[src/rtl/hilo_muldiv_ctrl_pkg.sv]
// hilo_muldiv_ctrl_pkg
// Shared definitions for the HI/LO multiply/divide unit: the opcode encoding
// driven by decode, the sequencer state encoding and the divide-by-zero LO value.
// Configuration macro: MULDIV_SIGNED_EN (adds the SIGN state used by MULT/DIV).
package hilo_muldiv_ctrl_pkg;

  localparam int MULDIV_WIDTH = 32;

  // LO value written by a divide whose divisor is zero.
  localparam logic [MULDIV_WIDTH-1:0] DIV0_LO = '1;

  typedef enum logic [2:0] {
    OP_NOP   = 3'd0,
    OP_MULT  = 3'd1,
    OP_MULTU = 3'd2,
    OP_DIV   = 3'd3,
    OP_DIVU  = 3'd4,
    OP_MTHI  = 3'd5,
    OP_MTLO  = 3'd6
  } muldiv_op_t;

  typedef enum logic [1:0] {
    ST_IDLE = 2'd0,
    ST_MUL  = 2'd1,
    ST_DIV  = 2'd2
`ifdef MULDIV_SIGNED_EN
    ,
    ST_SIGN = 2'd3
`endif
  } hilo_state_t;

endpackage

[src/rtl/hilo_muldiv_ctrl_datapath.sv]
// muldiv_datapath
// Iterative arithmetic for the HI/LO unit: a shift-add multiplier and a
// restoring divider sharing one accumulator/low-half register pair, plus the
// final sign correction used by the signed ops.
// Configuration macro: MULDIV_SIGNED_EN (magnitude capture and sign fix-up).
// Ports:
//   clk, rst         core clock, asynchronous active-high reset
//   i_load           capture operands for a new multiply/divide
//   i_loadDiv        the captured op is a divide
//   i_loadDz         the captured op is a divide by zero
//   i_loadSigned     operands are two's complement (MULDIV_SIGNED_EN only)
//   i_a, i_b         rs / rt operands
//   i_step           perform one iteration this cycle
//   o_stepHi/Lo      HI/LO as they will be after this cycle's iteration
//   o_curHi/Lo       HI/LO as currently held
//   o_fixHi/Lo       sign-corrected HI/LO (MULDIV_SIGNED_EN only)
module muldiv_datapath
  import hilo_muldiv_ctrl_pkg::*;
#(
  parameter int WIDTH = MULDIV_WIDTH
) (
  input  logic             clk,
  input  logic             rst,
  input  logic             i_load,
  input  logic             i_loadDiv,
  input  logic             i_loadDz,
`ifdef MULDIV_SIGNED_EN
  input  logic             i_loadSigned,
`endif
  input  logic [WIDTH-1:0] i_a,
  input  logic [WIDTH-1:0] i_b,
  input  logic             i_step,
  output logic [WIDTH-1:0] o_stepHi,
  output logic [WIDTH-1:0] o_stepLo,
  output logic [WIDTH-1:0] o_curHi,
`ifdef MULDIV_SIGNED_EN
  output logic [WIDTH-1:0] o_fixHi,
  output logic [WIDTH-1:0] o_fixLo,
`endif
  output logic [WIDTH-1:0] o_curLo
);

  logic [WIDTH-1:0] r_acc;
  logic [WIDTH-1:0] r_low;
  logic [WIDTH-1:0] r_opb;
  logic             r_isDiv;

  logic [WIDTH-1:0] w_absA;
  logic [WIDTH-1:0] w_absB;
  logic [WIDTH:0]   w_mulSum;
  logic [WIDTH:0]   w_divShift;
  logic [WIDTH:0]   w_divDiff;
  logic [WIDTH-1:0] w_accNext;
  logic [WIDTH-1:0] w_lowNext;

`ifdef MULDIV_SIGNED_EN
  logic             r_negRes;
  logic             r_negRem;
  logic             w_signA;
  logic             w_signB;
  logic [2*WIDTH-1:0] w_prodNeg;

  // Signed ops iterate on magnitudes; the signs are kept for the SIGN step.
  assign w_signA = i_loadSigned & i_a[WIDTH-1];
  assign w_signB = i_loadSigned & i_b[WIDTH-1];
  assign w_absA  = w_signA ? -i_a : i_a;
  assign w_absB  = w_signB ? -i_b : i_b;
`else
  assign w_absA  = i_a;
  assign w_absB  = i_b;
`endif

  // One iteration. Multiply: add the multiplicand when the multiplier LSB is
  // set, then shift the 2*WIDTH product right. Divide: shift the next dividend
  // bit into the remainder and keep the difference only if it did not borrow.
  // The remainder always stays below the divisor, so WIDTH bits hold it.
  always_comb begin
    w_mulSum   = {1'b0, r_acc} + (r_low[0] ? {1'b0, r_opb} : '0);
    w_divShift = {r_acc, r_low[WIDTH-1]};
    w_divDiff  = w_divShift - {1'b0, r_opb};
    w_accNext  = w_mulSum[WIDTH:1];
    w_lowNext  = {w_mulSum[0], r_low[WIDTH-1:1]};
    if (r_isDiv) begin
      if (w_divDiff[WIDTH]) begin
        w_accNext = w_divShift[WIDTH-1:0];
        w_lowNext = {r_low[WIDTH-2:0], 1'b0};
      end else begin
        w_accNext = w_divDiff[WIDTH-1:0];
        w_lowNext = {r_low[WIDTH-2:0], 1'b1};
      end
    end
  end

  // Operand capture and iteration. A divide by zero preloads the final
  // HI/LO values directly so the controller can write them after one cycle.
  always_ff @(posedge clk or posedge rst) begin
    if (rst) begin
      r_acc   <= '0;
      r_low   <= '0;
      r_opb   <= '0;
      r_isDiv <= 1'b0;
    end else if (i_load) begin
      r_isDiv <= i_loadDiv;
      if (i_loadDz) begin
        r_acc <= i_a;
        r_low <= WIDTH'(DIV0_LO);
        r_opb <= '0;
      end else if (i_loadDiv) begin
        r_acc <= '0;
        r_low <= w_absA;
        r_opb <= w_absB;
      end else begin
        r_acc <= '0;
        r_low <= w_absB;
        r_opb <= w_absA;
      end
    end else if (i_step) begin
      r_acc <= w_accNext;
      r_low <= w_lowNext;
    end
  end

`ifdef MULDIV_SIGNED_EN
  // Sign flags for the fix-up step: the product/quotient is negated when the
  // operand signs differ, and the remainder follows the dividend's sign.
  always_ff @(posedge clk or posedge rst) begin
    if (rst) begin
      r_negRes <= 1'b0;
      r_negRem <= 1'b0;
    end else if (i_load) begin
      r_negRes <= w_signA ^ w_signB;
      r_negRem <= w_signA;
    end
  end

  // Sign correction applied in the SIGN state.
  always_comb begin
    w_prodNeg = -{r_acc, r_low};
    if (r_isDiv) begin
      o_fixHi = r_negRem ? -r_acc : r_acc;
      o_fixLo = r_negRes ? -r_low : r_low;
    end else begin
      o_fixHi = r_negRes ? w_prodNeg[2*WIDTH-1:WIDTH] : r_acc;
      o_fixLo = r_negRes ? w_prodNeg[WIDTH-1:0] : r_low;
    end
  end
`endif

  assign o_stepHi = w_accNext;
  assign o_stepLo = w_lowNext;
  assign o_curHi  = r_acc;
  assign o_curLo  = r_low;

endmodule

[src/rtl/hilo_muldiv_ctrl.sv]
// hilo_muldiv_ctrl
// Multi-cycle multiply/divide sequencer owning the HI/LO register pair. Runs
// MULT/MULTU/DIV/DIVU over WIDTH iterations, executes MTHI/MTLO immediately,
// feeds HI or LO to the pipeline for MFHI/MFLO and stalls the front of the
// pipeline while busy and an instruction needs the unit.
// Configuration macro: MULDIV_SIGNED_EN (signed MULT/DIV with a SIGN state;
// when undefined MULT/DIV behave exactly like MULTU/DIVU).
// Ports:
//   clk, rst      core clock, asynchronous active-high reset
//   start_ex      unit instruction valid in EX
//   op_ex         muldiv_op_t opcode
//   src_a_ex      rs operand (multiplicand/dividend/MTxx data)
//   src_b_ex      rt operand (multiplier/divisor)
//   mfhi_ex       MFHI in EX
//   mflo_ex       MFLO in EX
//   hi_lo_ex      HI if mfhi_ex else LO (combinational)
//   stall         freeze IF/ID/EX while busy and the unit is needed
//   busy          an operation is in flight
//   div_by_zero   high for the single busy cycle of a divide by zero
module hilo_muldiv_ctrl
  import hilo_muldiv_ctrl_pkg::*;
#(
  parameter int WIDTH = MULDIV_WIDTH
) (
  input  logic             clk,
  input  logic             rst,
  input  logic             start_ex,
  input  logic [2:0]       op_ex,
  input  logic [WIDTH-1:0] src_a_ex,
  input  logic [WIDTH-1:0] src_b_ex,
  input  logic             mfhi_ex,
  input  logic             mflo_ex,
  output logic [WIDTH-1:0] hi_lo_ex,
  output logic             stall,
  output logic             busy,
  output logic             div_by_zero
);

  localparam int CNT_W = (WIDTH > 1) ? $clog2(WIDTH) : 1;

  hilo_state_t      r_state;
  hilo_state_t      w_stateNext;
  logic [CNT_W-1:0] r_count;
  logic [CNT_W-1:0] w_countNext;
  logic [WIDTH-1:0] r_hi;
  logic [WIDTH-1:0] r_lo;
  logic [WIDTH-1:0] w_hiNext;
  logic [WIDTH-1:0] w_loNext;
  logic             r_dz;

  muldiv_op_t       w_op;
  logic             w_isMul;
  logic             w_isDiv;
  logic             w_divZero;
  logic             w_load;
  logic             w_step;

  logic [WIDTH-1:0] w_stepHi;
  logic [WIDTH-1:0] w_stepLo;
  logic [WIDTH-1:0] w_curHi;
  logic [WIDTH-1:0] w_curLo;

`ifdef MULDIV_SIGNED_EN
  logic             r_signed;
  logic             w_opSigned;
  logic [WIDTH-1:0] w_fixHi;
  logic [WIDTH-1:0] w_fixLo;

  assign w_opSigned = (w_op == OP_MULT) || (w_op == OP_DIV);
`endif

  assign w_op      = muldiv_op_t'(op_ex);
  assign w_isMul   = (w_op == OP_MULT) || (w_op == OP_MULTU);
  assign w_isDiv   = (w_op == OP_DIV) || (w_op == OP_DIVU);
  assign w_divZero = w_isDiv && (src_b_ex == '0);
  assign w_load    = (r_state == ST_IDLE) && start_ex && (w_isMul || w_isDiv);

  muldiv_datapath #(
    .WIDTH        (WIDTH)
  ) u_datapath (
    .clk          (clk),
    .rst          (rst),
    .i_load       (w_load),
    .i_loadDiv    (w_isDiv),
    .i_loadDz     (w_divZero),
`ifdef MULDIV_SIGNED_EN
    .i_loadSigned (w_opSigned),
    .o_fixHi      (w_fixHi),
    .o_fixLo      (w_fixLo),
`endif
    .i_a          (src_a_ex),
    .i_b          (src_b_ex),
    .i_step       (w_step),
    .o_stepHi     (w_stepHi),
    .o_stepLo     (w_stepLo),
    .o_curHi      (w_curHi),
    .o_curLo      (w_curLo)
  );

  // Sequencer. New work is only accepted in IDLE; a start arriving while
  // busy is stalled and re-presented by the pipeline. The last iteration's
  // result is written in the same edge that leaves MUL/DIV, so unsigned ops
  // complete WIDTH edges after acceptance.
  always_comb begin
    w_stateNext = r_state;
    w_countNext = r_count;
    w_hiNext    = r_hi;
    w_loNext    = r_lo;
    w_step      = 1'b0;
    case (r_state)
      ST_IDLE: begin
        if (start_ex) begin
          if (w_op == OP_MTHI) begin
            w_hiNext = src_a_ex;
          end else if (w_op == OP_MTLO) begin
            w_loNext = src_a_ex;
          end else if (w_isMul) begin
            w_stateNext = ST_MUL;
            w_countNext = CNT_W'(WIDTH - 1);
          end else if (w_isDiv) begin
            w_stateNext = ST_DIV;
            w_countNext = w_divZero ? '0 : CNT_W'(WIDTH - 1);
          end
        end
      end
      ST_MUL, ST_DIV: begin
        if ((r_state == ST_DIV) && r_dz) begin
          w_hiNext    = w_curHi;
          w_loNext    = w_curLo;
          w_stateNext = ST_IDLE;
        end else begin
          w_step = 1'b1;
          if (r_count == '0) begin
            w_stateNext = ST_IDLE;
            w_hiNext    = w_stepHi;
            w_loNext    = w_stepLo;
`ifdef MULDIV_SIGNED_EN
            if (r_signed) begin
              w_stateNext = ST_SIGN;
              w_hiNext    = r_hi;
              w_loNext    = r_lo;
            end
`endif
          end else begin
            w_countNext = r_count - CNT_W'(1);
          end
        end
      end
`ifdef MULDIV_SIGNED_EN
      ST_SIGN: begin
        w_hiNext    = w_fixHi;
        w_loNext    = w_fixLo;
        w_stateNext = ST_IDLE;
      end
`endif
      default: begin
        w_stateNext = ST_IDLE;
      end
    endcase
  end

  // State, counter and architectural HI/LO. Reset abandons any operation.
  always_ff @(posedge clk or posedge rst) begin
    if (rst) begin
      r_state <= ST_IDLE;
      r_count <= '0;
      r_hi    <= '0;
      r_lo    <= '0;
      r_dz    <= 1'b0;
    end else begin
      r_state <= w_stateNext;
      r_count <= w_countNext;
      r_hi    <= w_hiNext;
      r_lo    <= w_loNext;
      if (w_load) begin
        r_dz <= w_divZero;
      end
    end
  end

`ifdef MULDIV_SIGNED_EN
  // Remembers whether the op in flight needs the SIGN step.
  always_ff @(posedge clk or posedge rst) begin
    if (rst) begin
      r_signed <= 1'b0;
    end else if (w_load) begin
      r_signed <= w_opSigned;
    end
  end
`endif

  // A decode-error start together with MFxx still reads the current HI/LO.
  assign busy        = (r_state != ST_IDLE);
  assign stall       = busy & (start_ex | mfhi_ex | mflo_ex);
  assign div_by_zero = (r_state == ST_DIV) & r_dz;
  assign hi_lo_ex    = mfhi_ex ? r_hi : r_lo;

endmodule

[config.mk]
export PLATFORM = sky130hd
export DESIGN_NAME = hilo_muldiv_ctrl
export DESIGN_NICKNAME = d
export VERILOG_FILES = /design/src/rtl/hilo_muldiv_ctrl_pkg.sv /design/src/rtl/hilo_muldiv_ctrl_datapath.sv /design/src/rtl/hilo_muldiv_ctrl.sv
export SDC_FILE = /design/constraint.sdc
export NUM_CORES = 1
export LEC_CHECK = 0
export CAP_MARGIN = 20
export CORE_MARGIN = 2
export CORE_UTILIZATION = 55
export CTS_CLUSTER_DIAMETER = 30
export CTS_CLUSTER_SIZE = 10
export DETAILED_ROUTE_END_ITERATION = 8
export PLACE_DENSITY = 0.73
export SETUP_SLACK_MARGIN = 0.02
export SYNTH_ARGS = -nofsm -noshare
export SYNTH_HDL_FRONTEND = slang
export SYNTH_HIERARCHICAL = 1
export SYNTH_SLANG_ARGS = --single-unit
[constraint.sdc]
create_clock -name clk -period 4.2 [get_ports clk]
set_clock_uncertainty 0.1 [all_clocks]
set_input_delay 1.05 -clock clk [delete_from_list [all_inputs] [get_ports clk]]
set_output_delay 1.05 -clock clk [all_outputs]
set_load 0.01 [all_outputs]
# Word-level counts from Yosys, hierarchy flattened
# Index checks and enable logic that the tools add are counted.
[word_totals] register_bits=169 in_bits=72 out_inout_bits=35 wordCells=96
[op_classes] addsub=3 eq_ne=17 mux=45 bitwise_logic=4 reduce_logical=18
[op_table] operator="two-way mux 32 bit" n=23
[op_table] operator="case mux 32 bit (2 select lines)" n=2
[op_table] operator="two-way mux 5 bit" n=8
[op_table] operator="adder 32 x 33 -> 33 bit" n=1
[op_table] operator="subtractor 33 x 32 -> 33 bit" n=1
[op_table] operator="logical NOT 32 bit" n=1
[op_table] operator="two-way mux 2 bit" n=7
[op_table] operator="!= test 2 bit, second input constant" n=5
[op_table] operator="case mux 5 bit (2 select lines)" n=1
[op_table] operator="AND reduction 5 bit" n=2
[op_table] operator="== test 3 bit, second input constant" n=3
[op_table] operator="AND reduction 7 bit" n=1
[op_table] operator="== test 3 x 2 -> 1 bit, second input constant" n=2
[op_table] operator="nonzero test 2 bit" n=3
[op_table] operator="logical NOT 5 bit" n=1
[op_table] operator="subtractor 5 x 1 -> 5 bit, second input constant" n=1
[op_table] operator="logical AND 1 bit" n=4
[op_table] operator="!= test 2 x 1 -> 1 bit, second input constant" n=2
[op_table] operator="case mux 2 bit (2 select lines)" n=1
[op_table] operator="AND reduction 4 bit" n=1
[op_table] operator="== test 3 x 1 -> 1 bit, second input constant" n=1
[op_table] operator="logical OR 1 bit" n=3
[op_table] operator="two-way mux 1 bit" n=3
[op_table] operator="!= test 3 x 2 -> 1 bit, second input constant" n=1
[op_table] operator="other kinds (7)" n=9

# Longest topological paths before layout
[logic_depth] word_depth=10 ltp_mapped=18 depth_no_buf=16

# By module
# The synthesis kept the hierarchy.
[by_module_without_submodules] module="muldiv_datapath" n_inst=1 cells_per_inst=1139 area_each_um2=9450.3 seq_area_each_um2=2427.3
[by_module_without_submodules] module="hilo_muldiv_ctrl" n_inst=1 cells_per_inst=513 area_each_um2=4521.8 seq_area_each_um2=1801.7

# Worst setup path after synthesis
# No wires, ideal clock.
[synth_timing] path_kind="reg2reg" from="register u_datapath.r_low[31], in the netlist u_datapath/o_curLo[31]" to="register r_hi[31]" setup_ps=64 arrival_time_ps=3407 required_ps=4036 slack_ps=629 stages_incl_launch_ff=18 path_buffers=2 synth_period_minus_slack_ps=3571 path_cell_list="dfrtp_1 > inv_1 > ha_1 > fa_1 > nand2b_1 > a21oi_2 > o211ai_2 > a21oi_2 > a2111oi_1 > or4b_4 > and3_4 > buf_6 > buf_2 > o211ai_1 > nor2b_1 > nand2_1 > a311oi_1 > a21o_1"
[synth_between] elab_chain_len=6
[synth_lines] element="from (decl)" line="hilo_muldiv_ctrl_datapath.sv:44" rtl="logic [WIDTH-1:0] r_low;"
[synth_lines] element="from (signal assigned)" line="hilo_muldiv_ctrl_datapath.sv:106" rtl="r_low <= WIDTH'(DIV0_LO);"
[synth_lines] element="from (signal assigned)" line="hilo_muldiv_ctrl_datapath.sv:110" rtl="r_low <= w_absA;"
[synth_lines] element="from (signal assigned)" line="hilo_muldiv_ctrl_datapath.sv:114" rtl="r_low <= w_absB;"
[synth_lines] element="subtractor 33 x 32 -> 33 bit" line="hilo_muldiv_ctrl_datapath.sv:80" rtl="w_divDiff = w_divShift - {1'b0, r_opb};"
[synth_lines] element="two-way mux 32 bit" line="hilo_muldiv_ctrl_datapath.sv:84" rtl="if (w_divDiff[WIDTH]) begin"
[synth_lines] element="two-way mux 32 bit" line="hilo_muldiv_ctrl_datapath.sv:83" rtl="if (r_isDiv) begin"
[synth_lines] element="net w_stepHi[31]" line="hilo_muldiv_ctrl.sv:58" rtl="logic [WIDTH-1:0] w_stepHi;"
[synth_lines] element="two-way mux 32 bit" line="hilo_muldiv_ctrl.sv:133" rtl="if (r_count == '0) begin"
[synth_lines] element="two-way mux 32 bit" line="hilo_muldiv_ctrl.sv:127" rtl="if ((r_state == ST_DIV) && r_dz) begin"
[synth_lines] element="case mux 32 bit (2 select lines)" line="hilo_muldiv_ctrl.sv:110" rtl="case (r_state)"
[synth_lines] element="to (signal assigned)" line="hilo_muldiv_ctrl.sv:173" rtl="r_hi <= w_hiNext;"
[synth_lines] element="to (decl)" line="hilo_muldiv_ctrl.sv:45" rtl="logic [WIDTH-1:0] r_hi;"
# The timed path passes the listed nets, and every way through them passes these cells. The select of a mux whose other input is x is not followed.
# A chain may end at the register's enable or synchronous reset.

# Final worst setup path
[layout_timing] from="register u_datapath.r_low[31], in the netlist u_datapath/o_curLo[31]" to="register r_hi[7]"
# The elaborated chain is that of the path after synthesis.

==> flow_metrics.py <==
metrics = {
    "routing": {
        "viasPerCell": 6.688,
        "vias": 14030,
        "routed-wl-met2_mm": 22.56,
        "ant_nets": 0,
        "highest_layer": "met4",
        "wl_mm": 49.15,
        "firstDrtPassIters": 7,
        "wl_met1_mm": 19.06,
        "drc": 0,
        "wire_per_inst_um": 23.43,
        "routed-wl-met3_mm": 3.572,
        "drt-initial-drc-count": 1501,
    },
    "critical_path": {
        "criticalPathCategory": "register to register",
        "worst-r2r-cell-count": 17,
        "endpoint_kind": "register",
        "critPathMaxFanout": 8,
        "critPathLaunchType": "register",
        "required_ps": 4490,
        "cp.arrival_ps": 4440,
    },
    "synthesis": {
        "ys_ff_latch": 169,
        "synth-edff-count": 0,
        "synth_top_area_frac": 0.3027,
        "yosysWarnings": 6,
        "ys_seq_area_frac": 0.3027,
        "async_reset_ff_frac": 1.000,
        "synthTopCellsByArea": "dfrtp_1, mux2_2, ha_1",
        "synthFlopType": "dfrtp_1",
        "yosysTopAreaCell": "dfrtp_1",
        "syn_inst": 1652,
        "avgSynthCellArea_um2": 8.458,
        "synth_cell_types": 77,
        "netlist_area_um2": 13970,
        "synth_nets": 1793,
    },
    "clocking": {
        "path_clk_slew_ps": 80,
        "cts.htree.levels": 4,
        "tritoncts": "done",
        "clock-sinks": 169,
        "numCtsBuffers": 17,
        "ctsHoldBuffers": 0,
        "clk_latency_ps": 440,
        "cts.root.buffer_cell": "clkbuf_16",
        "max-clock-path-buffers": 2,
    },
    "placed_design": {
        "gp_congestion": 0.9854,
        "placed_area_um2": 15600,
        "io_buffers": 106,
        "hpwl_mm": 34.69,
    },
    "final_layout": {
        "final_nets": 1895,
        "fillerInstances": 2141,
        "drive_gt1_frac": 0.1528,
        "fin_area_um2": 16460,
        "syn_to_final_growth_pct": 17.78,
    },
    "timing": {
        "finalHoldViolations": 0,
        "worst_slew_pin_slew_ps": 1109,
        "layout_min_cycle_time_ps": 4160,
        "setup_viol": 0,
        "period_share": 0.9904,
        "finalMaxSlewViolations": 0,
        "grt_setup_unrepaired": "yes",
        "clock.fmax_ghz": 0.2404,
        "slew_headroom": 0.2605,
    },
    "floorplanning": {
        "die-area_um2": 26690,
        "start_util": 0.5581,
        "num_rows": 58,
        "ios": 107,
        "fp.dieH_um": 163.4,
        "dieWidth_um": 163.4,
        "core-area_um2": 25040,
    },
    "grt": {
        "antenna_found_initial": 1,
        "grt_pass1_vias": 13350,
        "grt_max_degree": 134,
        "grt_usage": 0.3618,
        "grt_overflow_total": 0,
        "grt_pass1_wl_mm": 74.22,
    },
    "run": {
        "drv_cap": 0,
    },
    "outcome": {
        "status": "complete, no violations",
    },
    "min_path": {
        "hold_class": "register to register",
        "hold_depth": 1,
    },
}
## cell usage after synthesis (all sizes together), types with 6 or more instances
cell type	instances
a31oi	35
nor4	9
o21ai	112
a311oi	64
and2	36
mux2	96
and3	12
nor2	128
xnor2	31
o21a	9
clkbuf	85
a21o	88
o31a	6
ha	67
o22ai	34
nand3	27
inv	56
nand2	216
a211oi	14
nand4	9
buf	30
o211ai	15
a21oi	69
dfrtp	169
nor3b	15
nor3	15
nor2b	9
nand2b	16
o31ai	32
xor2	24
mux2i	70
## metal layers
metal / track usage / vias to the layer above
met5: 0 / -
met4: 0.2389 / 0
met3: 0.04952 / 213
met2: 0.5926 / 772
met1: 0.4463 / 6768
li1: - / 6279
## flip-flops by register name, indices dropped and copies added, names as in the netlist
name	flops
r_lo	32
r_hi	32
u_datapath/o_curHi	32
u_datapath/r_opb	32
r_dz	1
u_datapath/r_isDiv	1
r_state	2
u_datapath/o_curLo	32
r_count	5
## path summary, 6_finish.rpt
check                                       start                      to  slack (ps)
min in group asynchronous                     rst                 r_hi[6]         980
setup reg to reg           u_datapath/o_curLo[31]                 r_hi[7]          40
max in group asynchronous                     rst  u_datapath/o_curHi[23]        2170
hold / removal                            r_hi[5]                 r_hi[5]         380
hold reg to reg                           r_hi[5]                 r_hi[5]         380
setup / recovery           u_datapath/o_curLo[31]                 r_hi[7]          40
## per-stage QoR
| step | TNS [ps] | hold slack (ps) | utilization | setup WS [ps] | std cells |
|---|---|---|---|---|---|
| floorplan | 0 | 344.1 | - | 516.3 | 1652 |
| global placement | 0 | 353.4 | 0.6232 | 89.31 | 2048 |
| detailed placement | -13.30 | 361.0 | 0.6232 | -13.30 | 2048 |
| CTS | 0 | 379.4 | 0.6467 | 32.59 | 2080 |
| global route | -271.3 | 389.9 | 0.6572 | -76.54 | 2097 |
| finish | 0 | 376.8 | 0.6573 | 40.39 | 2098 |
## worst max-delay path: stages, from the launching register on
cell and delay, ps:
dfrtp_1 410, inv_2 80, ha_2 200, fa_2 350
nand2b_1 180, a21oi_2 210, o211ai_2 130, a21oi_2 280
a2111oi_4 130, or4b_4 660, nand3_4 190, buf_12 140
clkbuf_16 130, o211ai_1 120, nand2_1 130, nand2_1 60
a311oi_1 490, a21o_1 130
## cells in the final DEF (no fill, tap or decap), types with 5 or more instances in the layout
master	Yosys	final
dfrtp_1	169	168
o31ai_1	30	29
o22ai_1	34	34
o21a_1	9	9
a211oi_1	12	12
ha_1	67	65
nor3b_1	15	15
nand4_1	9	9
o31a_1	6	6
xor2_1	24	24
inv_1	56	52
o211ai_1	14	14
nor2b_1	9	9
a311oi_1	64	60
clkdlybuf4s50_1	0	106
nand3_1	25	25
buf_4	1	81
and3_1	10	10
nand2b_1	16	16
a31oi_1	35	34
a21oi_2	3	5
mux2i_1	70	70
a21o_1	88	88
buf_12	0	6
nand2_1	213	212
o21ai_1	5	5
o21ai_0	106	102
nor4_1	9	8
nor3_1	15	14
xnor2_1	31	31
or3_1	5	5
a21oi_1	66	64
clkbuf_16	0	18
mux2_2	95	95
and2_1	36	36
nor2_1	127	126
## kinds of logic after synthesis
family	after synthesis	share of synthesized area
fa+ha+maj	69	0.06286
simple gates	510	0.1704
buf+inv	171	0.05176
xor+xnor	55	0.03448
compound gates	512	0.2503
mux	166	0.1275
flops	169	0.3027
## cell type report
class	instances	area (um2)	area share
multi-input cells	1316	9201	0.5591
flip-flops and latches	169	4230	0.2571
clock buffers	18	429.2	0.02608
repair buffers	194	1814	0.1102
well taps	330	412.9	0.02509
clock inverters	14	153.9	0.009352
diodes	1	2.502	0.0001521
inverters	56	212.7	0.01292
## repair_timing
item,CTS,global route
pin swaps,0,12
cloned,0,5
setup buffers,0,12
gates resized for setup,1,24
setup endpoints to repair,1,33
Power is not shown: default switching activity piles up to over one toggle a cycle in this logic, so the estimate is an artifact.
